===== config.mk =====
export PLATFORM = sky130hd
export DESIGN_NAME = board_b_d_readback_flat
export DESIGN_NICKNAME = d
export VERILOG_FILES = /design/src/rtl/video_bus_pkg.sv /design/src/rtl/board_b_d_readback_if.sv /design/src/rtl/board_b_d_byte_ser.sv /design/src/rtl/board_b_d_readback.sv /design/src/flat_wrapper.sv
export SDC_FILE = /design/constraint.sdc
export NUM_CORES = 1
export LEC_CHECK = 0
export ABC_AREA = 1
export ABC_CLOCK_PERIOD_IN_PS = 2400
export BUFFER_PORTS_ARGS = -buffer_cell sky130_fd_sc_hd__clkbuf_2
export CAP_MARGIN = 5
export CORE_MARGIN = 2
export CORE_UTILIZATION = 50
export DETAILED_ROUTE_END_ITERATION = 8
export MAX_ROUTING_LAYER = met4
export PLACE_DENSITY = 0.77
export RECOVER_POWER = 25
export SLEW_MARGIN = 10
export SYNTH_ARGS = -nofsm -noshare
export SYNTH_HDL_FRONTEND = slang
export SYNTH_SLANG_ARGS = --single-unit

===== constraint.sdc =====
create_clock -name CLK_32M -period 2.4 [get_ports CLK_32M]
set_clock_uncertainty 0.1 [all_clocks]
set_input_delay 0.24 -clock CLK_32M [delete_from_list [all_inputs] [get_ports CLK_32M]]
set_output_delay 0.24 -clock CLK_32M [all_outputs]
set_load 0.02 [all_outputs]

===== src/rtl/video_bus_pkg.sv =====
// Shared types and constants for the tile/palette board CPU-side bus.
package video_bus_pkg;

  typedef enum logic [2:0] {
    IDLE    = 3'd0,
    REQ     = 3'd1,
    READ    = 3'd2,
    SEND_LO = 3'd3,
    SEND_HI = 3'd4,
    DONE    = 3'd5
  } rb_state_e;

  localparam logic [1:0] BYTE_SEL_WORD = 2'b11;

  // A[15] selects tile layer B inside the CHARA window; palette decode is board-internal.
  localparam int unsigned CHARA_LAYER_B_BIT = 15;

  function automatic logic chara_is_layer_b(input logic [15:0] addr);
    return addr[CHARA_LAYER_B_BIT];
  endfunction

endpackage


===== src/rtl/board_b_d_readback_if.sv =====
// Board memory bus plus outgoing byte stream, grouped for the readback initiator.
interface board_b_d_readback_if #(
  parameter int unsigned ADDR_W = 20
);
  logic              bus_req;
  logic              bus_gnt;
  logic [ADDR_W-1:0] A;
  logic [1:0]        BYTE_SEL;
  logic              MRD;
  logic              CHARA;
  logic [15:0]       DIN;
  logic              DIN_VALID;
  logic [7:0]        out_data;
  logic              out_valid;
  logic              out_ready;

  modport master (
    output bus_req, A, BYTE_SEL, MRD, CHARA, out_data, out_valid,
    input  bus_gnt, DIN, DIN_VALID, out_ready
  );

  modport slave (
    input  bus_req, A, BYTE_SEL, MRD, CHARA, out_data, out_valid,
    output bus_gnt, DIN, DIN_VALID, out_ready
  );
endinterface


===== src/rtl/board_b_d_byte_ser.sv =====
// 16-to-8 serializer: loads a word, emits low byte then high byte over valid/ready.
module board_b_d_byte_ser (
  input  logic        clk,
  input  logic        rst,
  input  logic        load_i,
  input  logic [15:0] word_i,
  input  logic        ready_i,
  output logic        valid_o,
  output logic [7:0]  data_o
);

  logic [7:0] hi_byte_q, hi_byte_d;
  logic [7:0] data_q, data_d;
  logic       valid_q, valid_d;
  logic       hi_q, hi_d;

  always_ff @(posedge clk or posedge rst) begin
    if (rst) begin
      hi_byte_q <= '0;
      data_q    <= '0;
      valid_q   <= 1'b0;
      hi_q      <= 1'b0;
    end else begin
      hi_byte_q <= hi_byte_d;
      data_q    <= data_d;
      valid_q   <= valid_d;
      hi_q      <= hi_d;
    end
  end

  // Output byte only advances on a completed handshake, so it holds under backpressure.
  always_comb begin
    hi_byte_d = hi_byte_q;
    data_d    = data_q;
    valid_d   = valid_q;
    hi_d      = hi_q;
    if (load_i) begin
      hi_byte_d = word_i[15:8];
      data_d    = word_i[7:0];
      valid_d   = 1'b1;
      hi_d      = 1'b0;
    end else if (valid_q && ready_i) begin
      if (!hi_q) begin
        data_d = hi_byte_q;
        hi_d   = 1'b1;
      end else begin
        valid_d = 1'b0;
        hi_d    = 1'b0;
      end
    end
  end

  assign valid_o = valid_q;
  assign data_o  = data_q;

endmodule


===== src/rtl/board_b_d_readback.sv =====
// Reads a block of 16-bit words from CHARA space, one bus grant per word, and streams them as bytes.
module board_b_d_readback
  import video_bus_pkg::*;
#(
  parameter int unsigned READ_LAT = 2,
  parameter int unsigned ADDR_W   = 20
) (
  input  logic              CLK_32M,
  input  logic              reset,
  input  logic              start,
  input  logic [ADDR_W-1:0] base_addr,
  input  logic [15:0]       word_count,
  output logic              busy,
  output logic              done,
  output logic              rd_error,
  board_b_d_readback_if.master bus
);

  localparam int unsigned CNT_W = (READ_LAT > 1) ? $clog2(READ_LAT) : 1;

  rb_state_e         state_q, state_d;
  logic [ADDR_W-1:0] addr_q, addr_d;
  logic [15:0]       rem_q, rem_d;
  logic [CNT_W-1:0]  cnt_q, cnt_d;
  logic              rd_err_d;
  logic              load_c;
  logic              hs_c;
  logic              rd_n_c;

  assign hs_c   = bus.out_valid & bus.out_ready;
  assign rd_n_c = (state_d == READ);

  // Bus outputs are registered from the next state so they assert/drop with the state change.
  always_ff @(posedge CLK_32M or posedge reset) begin
    if (reset) begin
      state_q      <= IDLE;
      addr_q       <= '0;
      rem_q        <= '0;
      cnt_q        <= '0;
      rd_error     <= 1'b0;
      busy         <= 1'b0;
      done         <= 1'b0;
      bus.bus_req  <= 1'b0;
      bus.MRD      <= 1'b0;
      bus.CHARA    <= 1'b0;
      bus.A        <= '0;
      bus.BYTE_SEL <= 2'b00;
    end else begin
      state_q      <= state_d;
      addr_q       <= addr_d;
      rem_q        <= rem_d;
      cnt_q        <= cnt_d;
      rd_error     <= rd_err_d;
      busy         <= (state_d != IDLE);
      done         <= (state_d == DONE);
      bus.bus_req  <= (state_d == REQ) || (state_d == READ);
      bus.MRD      <= rd_n_c;
      bus.CHARA    <= rd_n_c;
      bus.A        <= rd_n_c ? addr_d : '0;
      bus.BYTE_SEL <= rd_n_c ? BYTE_SEL_WORD : 2'b00;
    end
  end

  always_comb begin
    state_d  = state_q;
    addr_d   = addr_q;
    rem_d    = rem_q;
    cnt_d    = cnt_q;
    rd_err_d = rd_error;
    load_c   = 1'b0;
    unique case (state_q)
      IDLE: begin
        if (start) begin
          rd_err_d = 1'b0;
          if (word_count == 16'd0) begin
            state_d = DONE;
          end else begin
            addr_d  = base_addr & ~ADDR_W'(1);
            rem_d   = word_count;
            state_d = REQ;
          end
        end
      end
      REQ: begin
        if (bus.bus_gnt) begin
          cnt_d   = '0;
          state_d = READ;
        end
      end
      READ: begin
        // Losing the grant, even in the sample cycle, discards the read and retries the same word.
        if (!bus.bus_gnt) begin
          cnt_d   = '0;
          state_d = REQ;
        end else if (cnt_q == CNT_W'(READ_LAT - 1)) begin
          load_c  = 1'b1;
          cnt_d   = '0;
          state_d = SEND_LO;
          if (!bus.DIN_VALID) rd_err_d = 1'b1;
        end else begin
          cnt_d = cnt_q + CNT_W'(1);
        end
      end
      SEND_LO: begin
        if (hs_c) state_d = SEND_HI;
      end
      SEND_HI: begin
        if (hs_c) begin
          addr_d  = addr_q + ADDR_W'(2);
          rem_d   = rem_q - 16'd1;
          state_d = (rem_q == 16'd1) ? DONE : REQ;
        end
      end
      DONE:    state_d = IDLE;
      default: state_d = IDLE;
    endcase
  end

  board_b_d_byte_ser u_ser (
    .clk     (CLK_32M),
    .rst     (reset),
    .load_i  (load_c),
    .word_i  (bus.DIN),
    .ready_i (bus.out_ready),
    .valid_o (bus.out_valid),
    .data_o  (bus.out_data)
  );

endmodule


===== src/flat_wrapper.sv =====
// flat-port wrapper written by rule: the top's interface ports become plain ports
module board_b_d_readback_flat import video_bus_pkg::*;
#(
  parameter int unsigned READ_LAT = 2,
  parameter int unsigned ADDR_W   = 20
)
  (CLK_32M, reset, start, base_addr, word_count, busy, done, rd_error, bus_bus_req, bus_A, bus_BYTE_SEL, bus_MRD, bus_CHARA, bus_out_data, bus_out_valid, bus_bus_gnt, bus_DIN, bus_DIN_VALID, bus_out_ready);
  board_b_d_readback_if #(.ADDR_W(ADDR_W)) bus_i ();
  input  logic CLK_32M;
  input  logic reset;
  input  logic start;
  input  logic [ADDR_W-1:0] base_addr;
  input  logic [15:0] word_count;
  output logic busy;
  output logic done;
  output logic rd_error;
  output wire logic [$bits(bus_i.bus_req)-1:0] bus_bus_req;
  output wire logic [$bits(bus_i.A)-1:0] bus_A;
  output wire logic [$bits(bus_i.BYTE_SEL)-1:0] bus_BYTE_SEL;
  output wire logic [$bits(bus_i.MRD)-1:0] bus_MRD;
  output wire logic [$bits(bus_i.CHARA)-1:0] bus_CHARA;
  output wire logic [$bits(bus_i.out_data)-1:0] bus_out_data;
  output wire logic [$bits(bus_i.out_valid)-1:0] bus_out_valid;
  input wire logic [$bits(bus_i.bus_gnt)-1:0] bus_bus_gnt;
  input wire logic [$bits(bus_i.DIN)-1:0] bus_DIN;
  input wire logic [$bits(bus_i.DIN_VALID)-1:0] bus_DIN_VALID;
  input wire logic [$bits(bus_i.out_ready)-1:0] bus_out_ready;
  assign bus_bus_req = bus_i.bus_req;
  assign bus_A = bus_i.A;
  assign bus_BYTE_SEL = bus_i.BYTE_SEL;
  assign bus_MRD = bus_i.MRD;
  assign bus_CHARA = bus_i.CHARA;
  assign bus_out_data = bus_i.out_data;
  assign bus_out_valid = bus_i.out_valid;
  assign bus_i.bus_gnt = bus_bus_gnt;
  assign bus_i.DIN = bus_DIN;
  assign bus_i.DIN_VALID = bus_DIN_VALID;
  assign bus_i.out_ready = bus_out_ready;
  board_b_d_readback #(.READ_LAT(READ_LAT), .ADDR_W(ADDR_W)) u_core (.CLK_32M(CLK_32M), .reset(reset), .start(start), .base_addr(base_addr), .word_count(word_count), .busy(busy), .done(done), .rd_error(rd_error), .bus(bus_i));
endmodule

==> metrics.md <==
| Metric | Value |
|---|---|
| Ports | 95 |
| Clk_lat worst skew | 0.37 ns |
| Endpoint class of the critical path | flip-flop |
| Root buf cell | clkbuf_8 |
| Number of hold violations in the final report | 0 |
| Number of synthesized flops with an enable pin | 0 |
| Top cell type by total area after synthesis | dfrtp_1 |
| Clk pin slew, worst setup/hold paths | 0.10 ns |
| Mean Syn Cell Area | 7.60 um2 |
| Worst Setup Start Kind | flip-flop |
| Fmax | 474 MHz |
| Syn Nets | 664 |
| Initial DRC count | 201 |
| Post CTS Setup Buffer Count | 0 |
| Critical Path RT | 2.55 ns |
| Core footprint | 8810 um2 |
| DP Worst Slack | 0.179 ns |
| Tot Pwr | 5.98 mW |
| Count of different cell masters after synthesis | 42 |
| Gr usage total | 24.8% |
| H-tree Lvls | 3 |
| Yosys warns | 0 |
| Initial antenna violation count | 0 |
| Final WL | 11,200 um |
| Slew headroom | 24.4% |
| DRC viols | 0 |
| Hold Startpoint | bus_DIN[6] |
| Status | finished clean |
| Synth Flop Type | dfrtp_1 |
| Pins Over Slew Limit | 0 |
| Syn Inst Count | 603 |
| Final setup viols | 0 |
| Die Ht | 99.7 um |
| Clock buffer count from CTS | 9 |
| Via count | 4,348 |
| Worst hold endpoint | u_core.u_ser.data_o[6]$_DFFE_PP0P_ |
| GP Congestion | 0.940 |
| Leakage power | 2.77 nW |
| Int Pwr | 3.28 mW |
| Hold slack | 0.0134 ns |
| Die Wd | 99.7 um |
| Post-route minimum period | 2.11 ns |
| R2R depth | 10 |
| Final setup TNS | 0 ns |
| FP Rows | 34 |
| RSZ-0062 raised after global routing | no |
| Largest net degree at the start of global routing | 84 |
| Clock sink total | 83 |
| Min-Delay Path Depth | 3 |
| Comb power frac | 42.0% |
| Reg-to-Reg End | u_core.rem_q[14]$_DFFE_PP0P_ |
| Share of cells above drive strength 1 | 22.0% |
| Initial Utilization | 52.0% |
| Vias in the first global route | 4,402 |
| Crit share post-route | 88.0% |
| FF+latch count, synth | 83 |
| GRT Residual Overflow | 0 |
| Top-area cell type share of the netlist area | 45.3% |
| Max cap viols | 0 |
| CTS tree | built |
| Reg2Reg Launch Point | u_core.state_q[1]$_DFF_PP0_ |
| Net count, final | 773 |
| Peak VDD IR | 0.756 mV |
| Routed len/inst | 13.6 um |
| Seq pwr share | 40.2% |
| Ant. Diodes | 0 |
| Worst R2R Setup Slack | 0.29 ns |
| Clk buf depth | 2 |
| First-pass GRT wire length | 19,300 um |
| Synth top cells by count | nand2_1, dfrtp_1, nor2_1 |
| Clock Power Share | 17.8% |
| WP data arrival | 2.26 ns |
| Crit Path Class | flip-flop to flip-flop |
| Sequential-to-total area share from yosys stat | 45.3% |
| Post-synthesis async set-or-reset flop share | 100% |
| Vias/cell | 5.27 |
| Area of the mapped netlist | 4580 um2 |
| Setup ws final | 0.289 ns |
| Final ANT Viol Nets | 0 |
| Net Sw Power | 2.70 mW |
| Full die area | 9950 um2 |
| Top cells by area, synth | dfrtp_1, nand2_1, nor2_1, nand3_1, inv_1 |
| Layout area overhead | 19.4% |
| Worst-Margin Slew | 1.13 ns |
| CP Max Fanout | 26 |
| Power Dens Cells | 1090 nW/um2 |
| Post-DP HPWL | 8060 um |
| Switching share of power | 45.2% |
| Min-delay worst type | input pin to flip-flop |
| PortBufs | 93 |
| Count leader, synth | nand2_1 |
| Pre-Repair DR Iteration Count | 5 |
[power by group through the flow]
stage	registers, mW	logic [mW]	clock network [mW]
global placement	2.40	2.41	0
floorplan	2.54	1.69	0
global route	2.48	2.84	1.14
CTS	2.39	2.52	1.09
finish	2.40	2.51	1.07
detailed placement	2.41	2.50	0
[flip-flops by register name (all words and copies together) (netlist names)]
| name | cells |
|---|---|
| u_core.bus.bus_req | 1 |
| u_core.bus.A | 20 |
| u_core.bus.BYTE_SEL | 1 |
| u_core.u_ser.data_o | 8 |
| u_core.rd_error | 1 |
| u_core.u_ser.hi_q | 1 |
| u_core.cnt_q | 1 |
| u_core.addr_q | 20 |
| u_core.rem_q | 16 |
| u_core.u_ser.hi_byte_q | 8 |
| u_core.state_q | 3 |
| u_core.u_ser.valid_o | 1 |
| u_core.done | 1 |
| u_core.busy | 1 |
[metal layers]
metal / GRT usage, % / vias to the layer above / part of all wire (%)
met4: 9.17 / 0 / 1.8
met2: 41.9 / 135 / 49
met3: 3.87 / 16 / 4.6
met1: 30.1 / 2039 / 44
met5: - / - / 0
li1: - / 2158 / -
[area by class of cell]
cell class / instances / area (um2)
Clock buffer: 9 / 124
Timing Repair Buffer: 114 / 662
Clock inverter: 7 / 80.1
Multi-Input combinational cell: 433 / 2110
Inverter: 71 / 283
Tap cell: 108 / 135
Fill cell: 783 / 3330
Sequential cell: 83 / 2080
[worst max-delay path, cell delays in order, from the launching register on]
cell and delay [ns]:
dfrtp_1 0.46, nor2_2 0.24, nand2_2 0.09, inv_4 0.12, nand2_4 0.09, inv_4 0.10
nand2_4 0.10, nand2_4 0.24, o21ai_0 0.18, o21ai_0 0.19, nand2_1 0.07
[cell usage in the layout, fill, tap and decap left out, types with 9 or more instances in the layout]
cell type	synthesis	routed
dlygate4sd3_1	0	16
nand4_1	11	11
nand2_1	182	181
inv_1	62	61
nor2_1	76	76
nand3_1	47	47
dfrtp_1	83	83
o21ai_0	29	29
a21oi_1	12	12
clkbuf_8	0	9
clkbuf_2	0	92
[logic make-up after synthesis]
kind of cell / count (synthesis) / synth area share [%]
AND/OR/NAND/NOR: 343 / 32.8
XOR/XNOR: 4 / 0.764
buffers and inverters: 87 / 8.68
adder cells (fa/ha/maj): 3 / 0.819
flip-flops: 83 / 45.3
AO/OA/AOI/OAI: 83 / 11.6
[repair_timing]
item | 4_1_cts | 5_1_grt
hold endpoints to repair | 98 | 0
gates resized for setup | 0 | 1
endpoints found under the setup margin | 0 | 6
hold buffers | 16 | 0
[metrics by stage]
stage | std cells | util, % | area [um2]
2_1_floorplan | 603 | - | 4590
3_3_place_gp | 793 | 58.1 | 5120
3_5_place_dp | 793 | 58.1 | 5120
4_1_cts | 825 | 62.3 | 5480
5_1_grt | 825 | 62.1 | 5470
6_report | 825 | 62.1 | 5470
[worst max path at each step]
stage,depth (start not counted),slack [ns],to,start
finish,10,0.29,u_core.rem_q[14]$_DFFE_PP0P_,u_core.state_q[1]$_DFF_PP0_
global route,10,0.10,u_core.rem_q[14]$_DFFE_PP0P_,u_core.state_q[1]$_DFF_PP0_
CTS,9,0.13,u_core.bus.A[12]$_DFF_PP0_,u_core.u_ser.valid_o$_DFFE_PP0P_
detailed placement,9,0.18,u_core.bus.A[17]$_DFF_PP0_,u_core.u_ser.valid_o$_DFFE_PP0P_
global placement,9,0.20,u_core.bus.A[18]$_DFF_PP0_,u_core.u_ser.valid_o$_DFFE_PP0P_
floorplan,8,0.65,u_core.bus.A[8]$_DFF_PP0_,u_core.u_ser.valid_o$_DFFE_PP0P_
(Power assumes the default switching activity.)
